### config.mk
export PLATFORM = sky130hd
export DESIGN_NAME = i2c_target_regfile_flat
export DESIGN_NICKNAME = d
export VERILOG_FILES = /design/src/rtl/i2c_target_regfile_if.sv /design/src/rtl/i2c_target_regfile.sv /design/src/flat_wrapper.sv
export SDC_FILE = /design/constraint.sdc
export NUM_CORES = 2
export LEC_CHECK = 0
export CAP_MARGIN = 20
export CORE_ASPECT_RATIO = 1.1
export CORE_UTILIZATION = 25
export DETAILED_ROUTE_END_ITERATION = 7
export SLEW_MARGIN = 20
export SYNTH_ARGS = -nofsm -noshare
export SYNTH_HDL_FRONTEND = slang
export SYNTH_SLANG_ARGS = --single-unit
### constraint.sdc
create_clock -name clk_i -period 121.3 [get_ports clk_i]
set_input_delay 18.195 -clock clk_i [delete_from_list [all_inputs] [get_ports clk_i]]
set_output_delay 18.195 -clock clk_i [all_outputs]
set_load 0.01 [all_outputs]
### src/rtl/i2c_target_regfile_if.sv
// I2C pin bundle between a bus master (or bench) and the register-file target.
// SDA is open drain: the target only ever requests a low level through sda_oe_o.
interface i2c_target_regfile_if;
    logic scl_i;
    logic sda_i;
    logic sda_oe_o;

    modport master (output scl_i, output sda_i, input sda_oe_o);
    modport slave  (input scl_i, input sda_i, output sda_oe_o);
endinterface

### src/rtl/i2c_target_regfile.sv
// I2C target with a byte-wide register file, standing in for the ADV7511 control port.
// Committed writes are reported on a one-cycle strobe; a registered side port exposes the file.
module i2c_target_regfile #(
    parameter logic [6:0] DEV_ADDR    = 7'h39,
    parameter int         REG_AW      = 8,
    parameter int         SYNC_STAGES = 2
) (
    input  logic                clk_i,
    input  logic                rst_i,
    i2c_target_regfile_if.slave bus,
    output logic                wr_valid_o,
    output logic [REG_AW-1:0]   wr_addr_o,
    output logic [7:0]          wr_data_o,
    output logic                busy_o,
    input  logic [REG_AW-1:0]   dbg_addr_i,
    output logic [7:0]          dbg_data_o
);
    localparam int DEPTH = 1 << REG_AW;

    typedef enum logic [3:0] {
        ST_IDLE, ST_ADDR, ST_ADDR_ACK, ST_REG, ST_REG_ACK,
        ST_WDATA, ST_WDATA_ACK, ST_RDATA, ST_RACK, ST_IGNORE
    } state_t;

    state_t state_q, state_next;

    logic [SYNC_STAGES-1:0] scl_sync, sda_sync;
    logic scl_d, sda_d, scl_s, sda_s;
    logic scl_rise, scl_fall, sda_rise, sda_fall, start_det, stop_det;

    logic [2:0]        bit_cnt_q;
    logic [6:0]        shift_q;
    logic [7:0]        shift_in;
    logic [6:0]        tx_q;
    logic [REG_AW-1:0] ptr_q;
    logic              rw_q, ack_phase_q;
    logic              sda_oe_q, oe_next, wr_fire, busy_q;
    logic [7:0]        rf_rd;
    logic [7:0]        regfile [DEPTH];

    // Synchronizers reset high so an idle bus produces no edges when reset releases.
    always_ff @(posedge clk_i or posedge rst_i) begin
        if (rst_i) begin
            scl_sync <= '1;
            sda_sync <= '1;
            scl_d    <= 1'b1;
            sda_d    <= 1'b1;
        end else begin
            scl_sync <= {scl_sync[SYNC_STAGES-2:0], bus.scl_i};
            sda_sync <= {sda_sync[SYNC_STAGES-2:0], bus.sda_i};
            scl_d    <= scl_sync[SYNC_STAGES-1];
            sda_d    <= sda_sync[SYNC_STAGES-1];
        end
    end

    assign scl_s     = scl_sync[SYNC_STAGES-1];
    assign sda_s     = sda_sync[SYNC_STAGES-1];
    assign scl_rise  = scl_s & ~scl_d;
    assign scl_fall  = ~scl_s & scl_d;
    assign sda_rise  = sda_s & ~sda_d;
    assign sda_fall  = ~sda_s & sda_d;
    assign start_det = sda_fall & scl_s;
    assign stop_det  = sda_rise & scl_s;
    assign shift_in  = {shift_q, sda_s};
    assign rf_rd     = regfile[ptr_q];

    always_ff @(posedge clk_i or posedge rst_i) begin
        if (rst_i) state_q <= ST_IDLE;
        else       state_q <= state_next;
    end

    always_comb begin
        state_next = state_q;
        if (start_det) begin
            state_next = ST_ADDR;
        end else if (stop_det) begin
            state_next = ST_IDLE;
        end else begin
            case (state_q)
                ST_ADDR:
                    if (scl_rise && bit_cnt_q == 3'd7)
                        state_next = (shift_in[7:1] == DEV_ADDR) ? ST_ADDR_ACK : ST_IGNORE;
                ST_ADDR_ACK:
                    if (scl_fall && ack_phase_q) state_next = rw_q ? ST_RDATA : ST_REG;
                ST_REG:
                    if (scl_rise && bit_cnt_q == 3'd7) state_next = ST_REG_ACK;
                ST_REG_ACK:
                    if (scl_fall && ack_phase_q) state_next = ST_WDATA;
                ST_WDATA:
                    if (scl_rise && bit_cnt_q == 3'd7) state_next = ST_WDATA_ACK;
                ST_WDATA_ACK:
                    if (scl_fall && ack_phase_q) state_next = ST_WDATA;
                ST_RDATA:
                    if (scl_fall && bit_cnt_q == 3'd7) state_next = ST_RACK;
                ST_RACK:
                    if (scl_rise && sda_s)               state_next = ST_IGNORE;
                    else if (scl_fall && ack_phase_q)    state_next = ST_RDATA;
                default: state_next = state_q;
            endcase
        end
    end

    // Entering RDATA must put the MSB on the wire at the same SCL fall that ends the ACK slot.
    always_comb begin
        oe_next = 1'b0;
        wr_fire = 1'b0;
        if (!(start_det || stop_det)) begin
            case (state_q)
                ST_ADDR_ACK, ST_REG_ACK, ST_WDATA_ACK: begin
                    oe_next = sda_oe_q;
                    if (scl_fall) begin
                        if (!ack_phase_q)                          oe_next = 1'b1;
                        else if (state_q == ST_ADDR_ACK && rw_q)   oe_next = ~rf_rd[7];
                        else                                       oe_next = 1'b0;
                    end
                end
                ST_RDATA: begin
                    oe_next = sda_oe_q;
                    if (scl_fall) oe_next = (bit_cnt_q == 3'd7) ? 1'b0 : ~tx_q[6];
                end
                ST_RACK:  oe_next = scl_fall && ack_phase_q && !rf_rd[7];
                ST_WDATA: wr_fire = scl_rise && bit_cnt_q == 3'd7;
                default:  oe_next = 1'b0;
            endcase
        end
    end

    always_ff @(posedge clk_i or posedge rst_i) begin
        if (rst_i) begin
            bit_cnt_q   <= '0;
            shift_q     <= '0;
            tx_q        <= '0;
            ptr_q       <= '0;
            rw_q        <= 1'b0;
            ack_phase_q <= 1'b0;
            sda_oe_q    <= 1'b0;
            busy_q      <= 1'b0;
        end else begin
            sda_oe_q <= oe_next;
            if (start_det)     busy_q <= 1'b1;
            else if (stop_det) busy_q <= 1'b0;

            if (start_det || stop_det) begin
                bit_cnt_q   <= '0;
                ack_phase_q <= 1'b0;
            end else begin
                case (state_q)
                    ST_ADDR, ST_REG, ST_WDATA:
                        if (scl_rise) begin
                            shift_q   <= shift_in[6:0];
                            bit_cnt_q <= bit_cnt_q + 3'd1;
                            if (bit_cnt_q == 3'd7) begin
                                if (state_q == ST_ADDR)  rw_q  <= sda_s;
                                if (state_q == ST_REG)   ptr_q <= shift_in[REG_AW-1:0];
                                if (state_q == ST_WDATA) ptr_q <= ptr_q + REG_AW'(1);
                            end
                        end
                    ST_ADDR_ACK, ST_REG_ACK, ST_WDATA_ACK:
                        if (scl_fall) begin
                            ack_phase_q <= ~ack_phase_q;
                            if (ack_phase_q) begin
                                tx_q      <= rf_rd[6:0];
                                bit_cnt_q <= '0;
                            end
                        end
                    ST_RDATA:
                        if (scl_fall) begin
                            if (bit_cnt_q == 3'd7) begin
                                bit_cnt_q <= '0;
                                ptr_q     <= ptr_q + REG_AW'(1);
                            end else begin
                                bit_cnt_q <= bit_cnt_q + 3'd1;
                                tx_q      <= {tx_q[5:0], 1'b0};
                            end
                        end
                    ST_RACK:
                        if (scl_rise) begin
                            ack_phase_q <= ~sda_s;
                        end else if (scl_fall && ack_phase_q) begin
                            ack_phase_q <= 1'b0;
                            tx_q        <= rf_rd[6:0];
                        end
                    default: ;
                endcase
            end
        end
    end

    // Side read port samples before this cycle's write lands, so it shows the old byte first.
    always_ff @(posedge clk_i or posedge rst_i) begin
        if (rst_i) begin
            for (int i = 0; i < DEPTH; i++) regfile[i] <= 8'h00;
            wr_valid_o <= 1'b0;
            wr_addr_o  <= '0;
            wr_data_o  <= 8'h00;
            dbg_data_o <= 8'h00;
        end else begin
            wr_valid_o <= wr_fire;
            dbg_data_o <= regfile[dbg_addr_i];
            if (wr_fire) begin
                regfile[ptr_q] <= shift_in;
                wr_addr_o      <= ptr_q;
                wr_data_o      <= shift_in;
            end
        end
    end

    assign bus.sda_oe_o = sda_oe_q;
    assign busy_o       = busy_q;
endmodule

### src/flat_wrapper.sv
// flat-port wrapper written by rule: the top's interface ports become plain ports
module i2c_target_regfile_flat 
#(
    parameter logic [6:0] DEV_ADDR    = 7'h39,
    parameter int         REG_AW      = 8,
    parameter int         SYNC_STAGES = 2
)
  (clk_i, rst_i, wr_valid_o, wr_addr_o, wr_data_o, busy_o, dbg_addr_i, dbg_data_o, bus_scl_i, bus_sda_i, bus_sda_oe_o);
  i2c_target_regfile_if bus_i ();
  input  logic clk_i;
  input  logic rst_i;
  output logic wr_valid_o;
  output logic [REG_AW-1:0] wr_addr_o;
  output logic [7:0] wr_data_o;
  output logic busy_o;
  input  logic [REG_AW-1:0] dbg_addr_i;
  output logic [7:0] dbg_data_o;
  input wire logic [$bits(bus_i.scl_i)-1:0] bus_scl_i;
  input wire logic [$bits(bus_i.sda_i)-1:0] bus_sda_i;
  output wire logic [$bits(bus_i.sda_oe_o)-1:0] bus_sda_oe_o;
  assign bus_i.scl_i = bus_scl_i;
  assign bus_i.sda_i = bus_sda_i;
  assign bus_sda_oe_o = bus_i.sda_oe_o;
  i2c_target_regfile #(.DEV_ADDR(DEV_ADDR), .REG_AW(REG_AW), .SYNC_STAGES(SYNC_STAGES)) u_core (.clk_i(clk_i), .rst_i(rst_i), .bus(bus_i), .wr_valid_o(wr_valid_o), .wr_addr_o(wr_addr_o), .wr_data_o(wr_data_o), .busy_o(busy_o), .dbg_addr_i(dbg_addr_i), .dbg_data_o(dbg_data_o));
endmodule
==> impl_metrics.env <==
export IMPL_grt_first_pass_wirelength_um=557000
export IMPL_syn_to_final_growth_pct=12.8
export IMPL_holdBufCountCts=0
export IMPL_cpMostUsedCell="buf_4"
export IMPL_synth_edf_count=0
export IMPL_period_needed_ps=23380
export IMPL_die_area_um2=450000
export IMPL_cts_resized_gates=0
export IMPL_worstPathArrival_ps=24160
export IMPL_yosys_warnings=0
export IMPL_drc_errors=1
export IMPL_cap_violations=0
export IMPL_synth_area_leaders="dfrtp_1, mux4_2, mux2_2, clkbuf_1, nand2_1"
export IMPL_start_util=0.251
export IMPL_cts_tree="built"
export IMPL_regArea_um2=52900
export IMPL_cp_start_kind="input pin"
export IMPL_worstPathRequired_ps=122080
export IMPL_crit_type="input pin to flip-flop"
export IMPL_hpwlAfterDp_um=256000
export IMPL_grt_pass1_vias=72452
export IMPL_pre_cts_ws_ps=96760
export IMPL_io_pins=39
export IMPL_cts_root_buf="clkbuf_16"
export IMPL_die_x_um=640
export IMPL_path_max_fanout=46
export IMPL_hp_class="flip-flop to flip-flop"
export IMPL_violations="DRC"
export IMPL_fin_hold_ws_ps=355
export IMPL_reg2reg_to="u_core.tx_q[5]$_DFFE_PP0P_"
export IMPL_r2r_cells=9
export IMPL_clock_sinks=2112
export IMPL_maxSlewHeadroom=0.130
export IMPL_setup_tns_ps=0
export IMPL_num_vias=69788
export IMPL_drt_iter0_markers=7471
export IMPL_wl_um=388000
export IMPL_synthesis_area_per_instance_um2=15.9
export IMPL_cts_max_path_buffers=4
export IMPL_setup_viol=0
export IMPL_hold_depth=0
export IMPL_crit_path_end_kind="flip-flop"
export IMPL_synth_top_cell_by_area="dfrtp_1"
export IMPL_synth_most_common_cell="dfrtp_1"
export IMPL_synth_seq_cells=2112
export IMPL_vias_per_cell=5.39
export IMPL_fmax_mhz=42.8
export IMPL_row_count=257
export IMPL_clk_pin_slew_ps=60
export IMPL_cts_max_level=4
export IMPL_utilization=0.283
export IMPL_timing_final_max_slew_violations=0
export IMPL_synth_distinct_cells=66
export IMPL_min_delay_start="u_core.sda_sync[0]$_DFF_PP1_"
export IMPL_clk_latency_ps=950
export IMPL_antenna_found_initial=29
export IMPL_status="finished with violations"
export IMPL_ys_seq_area_frac=0.473
export IMPL_synth_fp_nets=7039
export IMPL_fp_dieH_um=703
export IMPL_grt_max_degree=211
export IMPL_nNetsFinal=6812
export IMPL_ant_nets=0
export IMPL_skew_ps=89.8
export IMPL_synth_common_cells="dfrtp_1, mux2_2, mux4_2, clkbuf_1, nand2_1"
export IMPL_fillers=44150
export IMPL_fin_ws_ps=97920
export IMPL_hold_end="u_core.sda_sync[1]$_DFF_PP1_"
export IMPL_critPathMaxStageDelay_ps=900
export IMPL_ys_flop_type="dfrtp_1"
export IMPL_grt_overflow=0
export IMPL_finalPower_uw=1710
export IMPL_leakage_uw=0.0550
export IMPL_worstMarginPinSlew_ps=1300
export IMPL_min_period_over_period=0.193
export IMPL_drive_above_1_share=0.550
export IMPL_synth_area_um2=112000
export IMPL_multi_input_comb_area_um2=56400
export IMPL_grt_use_total=0.170
export IMPL_r2r_slack_ps=115630
export IMPL_slowest_stage="buf_4"
export IMPL_wire_per_inst_um=30.0
export IMPL_path_cells="buf_8 > buf_4 > buf_4 > buf_4 > buf_4 > mux4_2 > mux4_2 > a22oi_1 > a21oi_1 > or4_1"
export IMPL_place_gp_congestion=0.939
export IMPL_synth_top_area_share=0.471
export IMPL_rsz0062_at_grt="false"
export IMPL_r2r_start="u_core.ptr_q[0]$_DFFE_PP0P_"
export IMPL_drtPass1Iterations=8
export IMPL_vdd_drop_max_v=0.0000171
export IMPL_post_cts_buffers=0
export IMPL_power_density_nw_per_um2=13.6
export IMPL_core_um2=445000
export IMPL_cts_buffers=225
export IMPL_port_buffers=38
export IMPL_async_flop_share=1.00
export IMPL_synthCells=7021
export IMPL_hold_viol=0
==> kinds of logic (layout without fill, tap and decap cells) <==
logic type	after synthesis	count (layout)	share of synthesized area
flip-flops	2112	2112	0.473
multiplexers	3376	3376	0.461
AND/OR/NAND/NOR	576	576	0.0234
adder cells (fa/ha/maj)	6	6	0.000671
buffers and inverters	643	598	0.0240
AO/OA/AOI/OAI	307	307	0.0185
XOR/XNOR	1	1	0.0000783
other	0	12	0
==> cell usage in the layout, fill, tap and decap left out, drive strengths merged, types with 11 or more instances in the layout <==
master and n:
dfrtp 2106, mux2 2061, mux4 1209, nand2 377, clkbuf 341, buf 146
a22oi 110, mux2i 106, a21oi 62, clkinv 42, nor2 39, o21ai 35
clkdlybuf4s50 34, o22ai 27, nor2b 27, nand3 21, and2 21, bufinv 17
diode 12, inv 12, nand4 11, a31oi 11, or4 11
==> cell type report <==
cell class                 instances  share of cell area
antenna                           12            0.000238
clock buffer                     341              0.0534
clock inverter                    68             0.00660
inverter                           9            0.000327
multi-input combinational       4266               0.447
sequential                      2112               0.419
tap                             5957              0.0591
timing repair buffer             180              0.0141
==> per-stage QoR <==
stage,instance area [µm²],std cells
after floorplan,112000,7021
after CTS,126000,12929
after global placement,118000,12518
after global routing,126000,12934
after detailed placement,118000,12520
final,126000,12945
==> critical path: cells and delay by family <==
kind	cells	cell delay [ps]
AO/OA/AOI/OAI	2	490
buffers and inverters	5	3590
multiplexers	2	1150
AND/OR/NAND/NOR	1	530
==> flip-flops by register name, indices dropped and copies added (netlist names), 2 cells and up <==
register / flops
u_core.regfile: 2048
u_core.dbg_data_o: 8
u_core.tx_q: 7
u_core.wr_data_o: 8
u_core.state_q: 4
u_core.shift_q: 7
u_core.ptr_q: 8
u_core.scl_sync: 2
u_core.wr_addr_o: 8
u_core.sda_sync: 2
u_core.bit_cnt_q: 3
==> report_power, final <==
| group | leakage (µW) | switching, µW | internal [µW] |
|---|---|---|---|
| registers | 0.0295 | 30.2 | 709 |
| logic | 0.0218 | 193 | 63.5 |
| clock network | 0.00374 | 301 | 418 |
==> per-layer routing <==
metal / GRT usage / up-vias / routed length [µm]
met1: 0.209 / 38560 / 147000
met4: 0.106 / 20 / 28700
li1: - / 27130 / -
met3: 0.0393 / 926 / 30700
met5: 0 / - / 125
met2: 0.270 / 3152 / 182000
==> worst max-delay path by stage <==
| stage | startpoint | to | slack (ps) | cells past startpoint |
|---|---|---|---|---|
| 2_1_floorplan | rst_i | u_core.ack_phase_q$_DFFE_PP0P_ | 43450 | 1 |
| 3_3_place_gp | dbg_addr_i[0] | u_core.dbg_data_o[1]$_DFF_PP0_ | 96770 | 10 |
| 3_5_place_dp | dbg_addr_i[0] | u_core.dbg_data_o[1]$_DFF_PP0_ | 96760 | 10 |
| 4_1_cts | dbg_addr_i[0] | u_core.dbg_data_o[1]$_DFF_PP0_ | 97760 | 10 |
| 5_1_grt | dbg_addr_i[0] | u_core.dbg_data_o[1]$_DFF_PP0_ | 97490 | 10 |
| 6_report | dbg_addr_i[0] | u_core.dbg_data_o[5]$_DFF_PP0_ | 97920 | 10 |
Power figures use the tool's default switching activity.
